**src/rtl/fp2fix_conv_if.sv**
```systemverilog
// fp2fix_conv_if: input/output valid-ready bundle for the float-to-fixed converter
interface fp2fix_conv_if #(
    parameter int OUT_W = 16
);
    logic             in_valid;
    logic             in_ready;
    logic [31:0]      data_in;
    logic [4:0]       control;
    logic             out_valid;
    logic             out_ready;
    logic [OUT_W-1:0] data_out;
    logic [4:0]       flags;
    modport master (
        output in_valid, data_in, control, out_ready,
        input  in_ready, out_valid, data_out, flags
    );
    modport slave (
        input  in_valid, data_in, control, out_ready,
        output in_ready, out_valid, data_out, flags
    );
endinterface

```
**src/rtl/fp2fix_conv.sv**
```systemverilog
// fp2fix_conv: 3-stage IEEE-754 single to signed OUT_W-bit fixed point converter
module fp2fix_conv #(
    parameter int OUT_W  = 16,
    parameter int FRAC_W = 0
) (
    input logic          clk,
    input logic          reset,
    fp2fix_conv_if.slave bus
);
    localparam int MW = OUT_W + 24;
    localparam logic signed [9:0] KFRAC = 10'(FRAC_W);
    localparam logic signed [9:0] KOVF  = 10'(OUT_W);
    localparam logic signed [9:0] K23   = 10'sd23;
    localparam logic signed [9:0] KFAR  = -10'sd3;
    localparam logic [OUT_W+1:0] POS_LIM = {3'b000, {(OUT_W-1){1'b1}}};
    localparam logic [OUT_W+1:0] NEG_LIM = {3'b001, {(OUT_W-1){1'b0}}};
    localparam logic [OUT_W-1:0] MAX_V = {1'b0, {(OUT_W-1){1'b1}}};
    localparam logic [OUT_W-1:0] MIN_V = {1'b1, {(OUT_W-1){1'b0}}};
    logic adv;
    logic v1, sign1, nan1, inf1;
    logic [1:0] rm1;
    logic [23:0] sig1;
    logic signed [9:0] k1;
    logic v2, sign2, nan2, ovf2, g2, s2;
    logic [1:0] rm2;
    logic [OUT_W-1:0] mag2;
    logic out_valid;
    logic [OUT_W-1:0] data_out;
    logic [4:0] flags;
    logic [7:0] e_in;
    logic signed [9:0] k_c;
    logic big, left, far, g_c, s_c;
    logic [9:0] lsh, rsh;
    logic [49:0] wide;
    logic [OUT_W-1:0] mag_c;
    logic inc, sat;
    logic [OUT_W+1:0] rnd, neg;
    logic [OUT_W-1:0] dout_c;
    logic [4:0] flags_c;

    assign adv           = !out_valid || bus.out_ready;
    assign bus.in_ready  = adv;
    assign bus.out_valid = out_valid;
    assign bus.data_out  = data_out;
    assign bus.flags     = flags;

    // k is the bit position of the integer LSB relative to the significand's leading one
    assign e_in = bus.data_in[30:23];
    assign k_c  = (e_in == 8'd0 ? -10'sd126 : $signed({2'b00, e_in}) - 10'sd127) + KFRAC;

    // Right shifts of 26 or more leave nothing in mag or guard; only sticky survives
    always_comb begin
        big    = nan1 || inf1 || k1 >= KOVF;
        left   = k1 >= K23;
        far    = k1 <= KFAR;
        lsh    = k1 - K23;
        rsh    = K23 - k1;
        wide   = {sig1, 26'b0} >> rsh;
        mag_c  = (big || far) ? '0 : left ? OUT_W'(MW'(sig1) << lsh) : OUT_W'(wide[49:26]);
        g_c    = !big && !left && !far && wide[25];
        s_c    = !big && !left && (far ? |sig1 : |wide[24:0]);
    end

    // Rounding runs in OUT_W+2 bits so the carry out of the magnitude is kept for saturation
    always_comb begin
        inc     = rm2 == 2'd0 ? g2 && (s2 || mag2[0]) :
                  rm2 == 2'd1 ? 1'b0 :
                  rm2 == 2'd2 ? !sign2 && (g2 || s2) : sign2 && (g2 || s2);
        rnd     = {2'b00, mag2} + {{(OUT_W+1){1'b0}}, inc};
        neg     = -rnd;
        sat     = ovf2 || rnd > (sign2 ? NEG_LIM : POS_LIM);
        dout_c  = nan2 ? '0 : sat ? (sign2 ? MIN_V : MAX_V) : sign2 ? neg[OUT_W-1:0] : rnd[OUT_W-1:0];
        flags_c = {nan2, !nan2 && sat, dout_c == '0, 1'b0, !nan2 && (g2 || s2)};
    end

    always_ff @(posedge clk) begin
        if (reset) begin
            v1        <= 1'b0;
            v2        <= 1'b0;
            out_valid <= 1'b0;
            data_out  <= '0;
            flags     <= '0;
        end else if (adv) begin
            v1        <= bus.in_valid;
            sign1     <= bus.data_in[31];
            nan1      <= &e_in && |bus.data_in[22:0];
            inf1      <= &e_in && !(|bus.data_in[22:0]);
            sig1      <= {|e_in, bus.data_in[22:0]};
            k1        <= k_c;
            rm1       <= bus.control[1:0];
            v2        <= v1;
            sign2     <= sign1;
            nan2      <= nan1;
            ovf2      <= big && !nan1;
            mag2      <= mag_c;
            g2        <= g_c;
            s2        <= s_c;
            rm2       <= rm1;
            out_valid <= v2;
            data_out  <= dout_c;
            flags     <= flags_c;
        end
    end
endmodule

```
**src/flat_wrapper.sv**
```systemverilog
// flat-port wrapper written by rule: the top's interface ports become plain ports
module fp2fix_conv_flat 
#(
    parameter int OUT_W  = 16,
    parameter int FRAC_W = 0
)
  (clk, reset, bus_in_valid, bus_data_in, bus_control, bus_out_ready, bus_in_ready, bus_out_valid, bus_data_out, bus_flags);
  fp2fix_conv_if #(.OUT_W(OUT_W)) bus_i ();
  input logic clk;
  input logic reset;
  input wire logic [$bits(bus_i.in_valid)-1:0] bus_in_valid;
  input wire logic [$bits(bus_i.data_in)-1:0] bus_data_in;
  input wire logic [$bits(bus_i.control)-1:0] bus_control;
  input wire logic [$bits(bus_i.out_ready)-1:0] bus_out_ready;
  output wire logic [$bits(bus_i.in_ready)-1:0] bus_in_ready;
  output wire logic [$bits(bus_i.out_valid)-1:0] bus_out_valid;
  output wire logic [$bits(bus_i.data_out)-1:0] bus_data_out;
  output wire logic [$bits(bus_i.flags)-1:0] bus_flags;
  assign bus_i.in_valid = bus_in_valid;
  assign bus_i.data_in = bus_data_in;
  assign bus_i.control = bus_control;
  assign bus_i.out_ready = bus_out_ready;
  assign bus_in_ready = bus_i.in_ready;
  assign bus_out_valid = bus_i.out_valid;
  assign bus_data_out = bus_i.data_out;
  assign bus_flags = bus_i.flags;
  fp2fix_conv #(.OUT_W(OUT_W), .FRAC_W(FRAC_W)) u_core (.clk(clk), .reset(reset), .bus(bus_i));
endmodule
```
**config.mk**
```make
export PLATFORM = sky130hd
export DESIGN_NAME = fp2fix_conv_flat
export DESIGN_NICKNAME = d
export VERILOG_FILES = /design/src/rtl/fp2fix_conv_if.sv /design/src/rtl/fp2fix_conv.sv /design/src/flat_wrapper.sv
export SDC_FILE = /design/constraint.sdc
export NUM_CORES = 1
export LEC_CHECK = 0
export CAP_MARGIN = 20
export CELL_PAD_IN_SITES_DETAIL_PLACEMENT = 0
export CELL_PAD_IN_SITES_GLOBAL_PLACEMENT = 1
export CORE_MARGIN = 2
export CORE_UTILIZATION = 45
export DETAILED_ROUTE_END_ITERATION = 16
export PLACE_DENSITY = 0.83
export REMOVE_ABC_BUFFERS = 1
export SYNTH_ARGS = -nofsm -noshare
export SYNTH_HDL_FRONTEND = slang
export SYNTH_SLANG_ARGS = --single-unit
```
**constraint.sdc**
```tcl
create_clock -name clk -period 7.85 [get_ports clk]
set_clock_uncertainty 0.15 [all_clocks]
set_input_delay 1.1775 -clock clk [delete_from_list [all_inputs] [get_ports clk]]
set_output_delay 1.1775 -clock clk [all_outputs]
set_load 0.02 [all_outputs]
```
==> results of run 1 <==
==> registers in the layout, summed over array words and instances, names as in the netlist, 2 cells and up <==
| name | cells |
|---|---|
| u_core.sig1 | 24 |
| u_core.rm2 | 2 |
| u_core.k1 | 9 |
| u_core.bus.flags | 4 |
| u_core.rm1 | 2 |
| u_core.mag2 | 16 |
| u_core.bus.data_out | 16 |
==> how the worst max path moves through the flow <==
stage	start	depth (start not counted)	to
2_1_floorplan	u_core.sign2	19	u_core.bus.flags[2]
3_3_place_gp	u_core.sign2	20	u_core.bus.flags[2]
3_5_place_dp	u_core.sign2	20	u_core.bus.flags[2]
4_1_cts	u_core.sign2	20	u_core.bus.flags[2]
5_1_grt	u_core.sign2	20	u_core.bus.flags[2]
6_report	u_core.sign2	20	u_core.bus.flags[2]
==> power groups by stage <==
stage                     logic [W]  clock network, W  registers [W]
after floorplan            0.000231                 0       0.000559
after global placement     0.000365                 0       0.000541
after detailed placement   0.000366                 0       0.000542
after CTS                  0.000368          0.000465       0.000532
after global routing       0.000409          0.000486       0.000536
final                      0.000373          0.000456       0.000532
==> kinds of logic after synthesis <==
family / share of synthesized area, %
other: 0.0504
multiplexers: 12.1
AO/OA/AOI/OAI: 21.4
AND/OR/NAND/NOR: 22.4
adder cells (fa/ha/maj): 4.54
flip-flops: 30.8
buffers and inverters: 5.50
XOR/XNOR: 3.25
==> final cells by class <==
type | instances | area [um^2]
clock buffer | 11 | 275
inverter | 31 | 116
fill | 1601 | 7920
clock inverter | 5 | 42.5
tap | 220 | 275
timing repair buffer | 70 | 673
multi-input combinational | 685 | 4750
sequential | 84 | 2290
==> cell usage after synthesis (all sizes together), types with 6 or more instances <==
cell    number
nand2       79
nor2b        7
a21oi       46
mux2        14
nand4       10
xnor2       17
buf         27
nand2b      10
a22oi       22
and2        13
ha          27
nor4        18
edfxtp      61
xor2         8
o22ai       15
nor2       103
clkbuf      35
nor3        23
mux4        17
o21ai       52
and3         8
or3         10
a211oi      10
mux2i       36
a31oi       11
nand3       29
inv         31
o211ai       9
a21o         6
a32oi        7
dfxtp       23
and4         6
==> per-stage QoR <==
| stage | power [W] | hold slack [ns] |
|---|---|---|
| finish | 0.00136 | 0.270 |
| CTS | 0.00136 | 0.271 |
| global placement | 0.000906 | 0.253 |
| detailed placement | 0.000908 | 0.255 |
| floorplan | 0.000790 | 0.250 |
| global route | 0.00143 | 0.282 |
==> metal layers <==
metal	global-route usage, %	part of all wire [%]
met1	30.5	45
met2	38.3	48
met3	3.79	4.8
met4	6.69	2.0
met5	0	0
==> flow_metrics.tcl, run 1 <==
set metrics [dict create \
    slew_headroom_pct 33.6 \
    synth_top_cell_by_area "edfxtp_1" \
    crit_top_cell "ha_1" \
    drt_iter0_markers 531 \
    yosysSeqAreaShare_pct 30.8 \
    n_antenna_cell 0 \
    p_int_w 0.000914 \
    pwr-share-seq_pct 39.1 \
    worstPathRequired_ns 7.97 \
    r2r_slack_ns 2.08 \
    ys_top_cells_by_area "edfxtp_1 (25%), dfxtp_1 (6.2%), nor2_1 (5.1%), mux4_2 (5.1%), mux2i_1 (4.8%)" \
    drive_above_1_share_pct 9.71 \
    core_um2 16300 \
    start_util_pct 45.5 \
    most-common-layout-cells "nor2_1 (101), nand2_1 (79), edfxtp_1 (61)" \
    cts_hold_buf 0 \
    pre_cts_slack_ns 2.09 \
    postRouteAntennaNets 0 \
    cts_htree_levels 3 \
    tns_ns 0 \
    dieArea_um2 17600 \
    grt_usage_pct 22.8 \
    dp_hpwl_um 14600 \
    swShare_pct 32.8 \
    p_per_area_nw_per_um2 162 \
    power_leakage_nw 3.08 \
    hold_path_class "flip-flop to flip-flop" \
    drv_slew 0 \
    fin_crit_ns 5.77 \
    cp_data_arrival_time_ns 5.90 \
    r2r_start "u_core.sign2" \
    vias_per_cell 6.11 \
    boundaryPins 64 \
    antenna_found_initial 0 \
    yosys.area.top_type_share_pct 24.6 \
    wl_um 19900 \
    comb_power_share_pct 27.4 \
    synthFlopType "edfxtp_1" \
    dp.cells 1089 \
    insertion_delay_ns 0.35 \
    holdPathStages 0 \
    cts_tree "built" \
    path_class "flip-flop to flip-flop" \
    die_h_um 133 \
    place_congestion 0.919 \
    clock.fmax_ghz 0.173 \
    min_delay_worst_endpoint "u_core.sign2" \
    path_buf_inv 3 \
    grt_pass1_vias 6345 \
    critPathSlowestCell "or4b_2" \
    final_common_cell "nor2_1" \
    synth.distinct_cells 88 \
    hold_viol_final 0 \
    synth_warnings 0 \
    cap_violations 0 \
    syn_area_per_cell_um2 8.63 \
    hp-start "u_core.sign1" \
    postCtsResizedCells 0 \
    synth_edf_count 61 \
    synthToLayoutAreaGrowth_pct 13.3 \
    grt_pass1_wl_um 32500 \
    grt_max_degree 63 \
    clkTransAtPathRegs_ns 0.07 \
    drc_errors 0 \
    setup_viol 0 \
    async_flop_share_pct 0 \
    dr.pass1.iters 5 \
    portBuffers 59 \
    syn-cell-area_um2 7440 \
    cts_root_buffer "clkbuf_16" \
    power_switching_w 0.000446 \
    die_w_um 133 \
    yosys_register_bits 84 \
    rsz0062_at_grt "no" \
    peakVddDrop_mv 0.102 \
    routedWlPerCell_um 18.0 \
    start_kind "flip-flop" \
    post-route-util_pct 51.5 \
    instances_no_fill 1106 \
    tightest_slew_ns 0.988 \
    post-route-cell-area_um2 8430 \
    min_period_over_period_pct 73.6 \
    crit_family "compound AO/OA/AOI/OAI gates" \
    status "complete, no violations" \
    cts_buffers 9 \
    p_clk_share_pct 33.5 \
    reg2reg_to "u_core.bus.flags[2]" \
    rows 47 \
    final_nets 949 \
    path_max_fanout 45 \
    crit_chain "buf_4 > a31oi_1 > o21ai_0 > a21oi_1 > ha_1 > ha_1 > nand3_1 > nor3_2 > xnor2_1 > inv_1 > ha_1 > a21o_1 > a221o_1 > a2111oi_0 > o21ai_2 > buf_4 > or4b_2 > o21ai_0 > nand3_1 > o22ai_1" \
    clock_sinks 84 \
    placed_cell_area_um2 8100 \
    endpoint_kind "flip-flop" \
    postCtsSetupRepairBufs 0 \
    grt-ovfl-total 0 \
    cts_buffer_depth 2 \
    vias 6763 \
    slowest_delay_ns 0.63 \
    syn_inst 862 \
    r2r_cells 20 \
    setup_slack_ns 2.08 \
]
Power figures use the tool's default switching activity.
==> run 2, diff against run 1 <==
Settings changed: CORE_UTILIZATION 45 to 41, PLACE_DENSITY 0.83 to 0.8.
Clock period 7.85 ns to 4.65 ns, I/O delays scaled along.
==> run 2 against run 1 <==
Effect of this change:
- worst hold slack better by 0.0068 ns
- wire length rose by 6.7%
- fmax up 26%
- combinational power increased by 84%
- largest power group unchanged
==> flow_metrics.tcl, run 2 (synthesis results as in run 1) <==
set metrics [dict create \
    portBuffers 59 \
    start_util_pct 41.6 \
    rows 49 \
    peakVddDrop_mv 0.221 \
    hold_path_class "flip-flop to flip-flop" \
    vias_per_cell 6.01 \
    slowest_delay_ns 0.52 \
    placed_cell_area_um2 8490 \
    comb_power_share_pct 29.5 \
    pwr-share-seq_pct 39.0 \
    whs_ns 0.277 \
    hp-start "u_core.rm1[1]" \
    slew_headroom_pct 35.4 \
    post-route-util_pct 50.0 \
    cts_root_buffer "clkbuf_16" \
    endpoint_kind "flip-flop" \
    grt_pass1_wl_um 33600 \
    cap_violations 0 \
    regMostFlops "u_core.sig1" \
    final_nets 1005 \
    min_period_over_period_pct 98.8 \
    clock.fmax_ghz 0.218 \
    dr.pass1.iters 5 \
    dp_hpwl_um 16000 \
    cp_data_arrival_time_ns 4.74 \
    setup_viol 0 \
    tns_ns 0 \
    die_h_um 139 \
    fin_crit_ns 4.59 \
    most-common-layout-cells "nor2_1 (101), nand2_1 (79), buf_4 (65)" \
    rsz0062_at_grt "yes" \
    grt_max_degree 44 \
    start_kind "flip-flop" \
    wl_um 21200 \
    drv_slew 0 \
    postRouteAntennaNets 0 \
    grt-ovfl-total 0 \
    boundaryPins 64 \
    core_um2 17900 \
    path_class "flip-flop to flip-flop" \
    reg2reg_to "u_core.bus.flags[2]" \
    p_int_w 0.00152 \
    post-route-cell-area_um2 8940 \
    critPathSlowestCell "or4_4" \
    power_switching_w 0.000806 \
    dieArea_um2 19200 \
    crit_cells 21 \
    vias 7033 \
    cts_htree_levels 3 \
    cts_tree "built" \
    hold_viol_final 0 \
    r2r_cells 21 \
    worstPathRequired_ns 4.80 \
    r2r_slack_ns 0.06 \
    crit_chain "inv_2 > a21oi_2 > a31oi_1 > o21ai_1 > a21oi_1 > ha_2 > ha_2 > nand3_4 > nor2_4 > nand4_1 > xnor2_2 > ha_1 > a21o_1 > a221o_1 > a2111oi_4 > buf_4 > o21ai_4 > buf_6 > o22a_1 > or4_4 > o22ai_2" \
    tightest_slew_ns 0.967 \
    min_delay_worst_endpoint "u_core.rm2[1]" \
    regArea_um2 2290 \
    p_per_area_nw_per_um2 260 \
    p_total_w 0.00233 \
    clkTransAtPathRegs_ns 0.08 \
    drc_errors 0 \
    path_buf_inv 3 \
    grt_usage_pct 21.5 \
    power_leakage_nw 3.34 \
    n_antenna_cell 0 \
    multi_input_area_um2 4850 \
    synthToLayoutAreaGrowth_pct 20.3 \
    r2r_start "u_core.rm2[0]" \
    largest_reg_flops 24 \
    nFillCells 1703 \
    grt_pass1_vias 6426 \
    drt_iter0_markers 498 \
    routedWlPerCell_um 18.1 \
    p_clk_share_pct 31.5 \
    cts_buffer_depth 2 \
    swShare_pct 34.6 \
    insertion_delay_ns 0.37 \
    holdPathStages 0 \
    reg.largest.list "u_core.sig1 (24), u_core.bus.data_out (16), u_core.mag2 (16)" \
    antenna_found_initial 0 \
    drive_above_1_share_pct 16.7 \
    final_common_cell "nor2_1" \
    cts_buffers 9 \
    place_congestion 0.984 \
    clock_sinks 84 \
    die_w_um 139 \
    path_max_fanout 8 \
    crit_top_cell "ha_2" \
    crit_family "compound AO/OA/AOI/OAI gates" \
    status "complete, no violations" \
]
run 2: changes by cell type in the layout (fill, tap and decap cells not counted), sizes merged:
cell | before | now
buf | 11 | 67
clkinv | 1 | 2
clkbuf | 11 | 9
inv | 35 | 34
clkinvlp | 0 | 2
run 2: worst reg2reg max path, cell delays in order (launching register included):
cell and delay (ns):
edfxtp_1 0.37, inv_2 0.08, a21oi_2 0.05, a31oi_1 0.12, o21ai_1 0.08, a21oi_1 0.14, ha_2 0.24, ha_2 0.22
nand3_4 0.12, nor2_4 0.13, nand4_1 0.15, xnor2_2 0.17, ha_1 0.30, a21o_1 0.18, a221o_1 0.40, a2111oi_4 0.33
buf_4 0.17, o21ai_4 0.06, buf_6 0.15, o22a_1 0.22, or4_4 0.52, o22ai_2 0.17
run 2: per-stage QoR:
stage	cells	setup slack, ns
final	1171	0.0564
after global routing	1171	-0.164
after CTS	1164	0.0211
after detailed placement	1148	-0.0895
after global placement	1148	0.0185
after floorplan	800	-1.03
run 2: layout make-up:
class | instances | share of cell area, %
clock buffer | 9 | 2.52
clock inverter | 7 | 0.769
inverter | 31 | 1.30
multi-input combinational | 685 | 54.3
sequential | 84 | 25.6
tap | 229 | 3.20
timing repair buffer | 126 | 12.3
run 2: worst max-delay path by stage:
stage,startpoint,endpoint,slack (ns)
final,u_core.rm2[0],u_core.bus.flags[2],0.06
after global routing,u_core.rm2[0],u_core.bus.flags[2],-0.16
after CTS,u_core.rm2[0],u_core.bus.flags[2],0.02
after detailed placement,u_core.rm2[0],u_core.bus.flags[2],-0.09
after global placement,u_core.rm2[0],u_core.bus.flags[2],0.02
after floorplan,u_core.sign2,u_core.bus.flags[2],-1.03
run 2: metal layers:
metal	part of all wire [%]	track usage (%)
met1	44	28.0
met2	48	36.1
met3	4.3	3.07
met4	3.4	9.20
met5	0	0
run 2: power groups by stage:
stage | clock, W | sequential [W] | combinational (W)
after floorplan | 0 | 0.000944 | 0.000389
after global placement | 0 | 0.000921 | 0.000657
after detailed placement | 0 | 0.000922 | 0.000657
after CTS | 0.000744 | 0.000906 | 0.000661
after global routing | 0.000776 | 0.000914 | 0.000749
final | 0.000734 | 0.000908 | 0.000688
run 2: repair_timing:
action | 4_1_cts | 5_1_grt
hold buffers | 0 | 0
buffers inserted | 0 | 6
gates resized for setup | 2 | 23
hold endpoints to repair | 0 | 0
pin swaps | 0 | 14
endpoints found under the setup margin | 1 | 9
==> run 3, diff against run 2 <==
Settings changed: CTS_CLUSTER_DIAMETER set to 30.
==> results of run 3 <==
No change in the layout: final DEF, timing and power equal those of run 2.
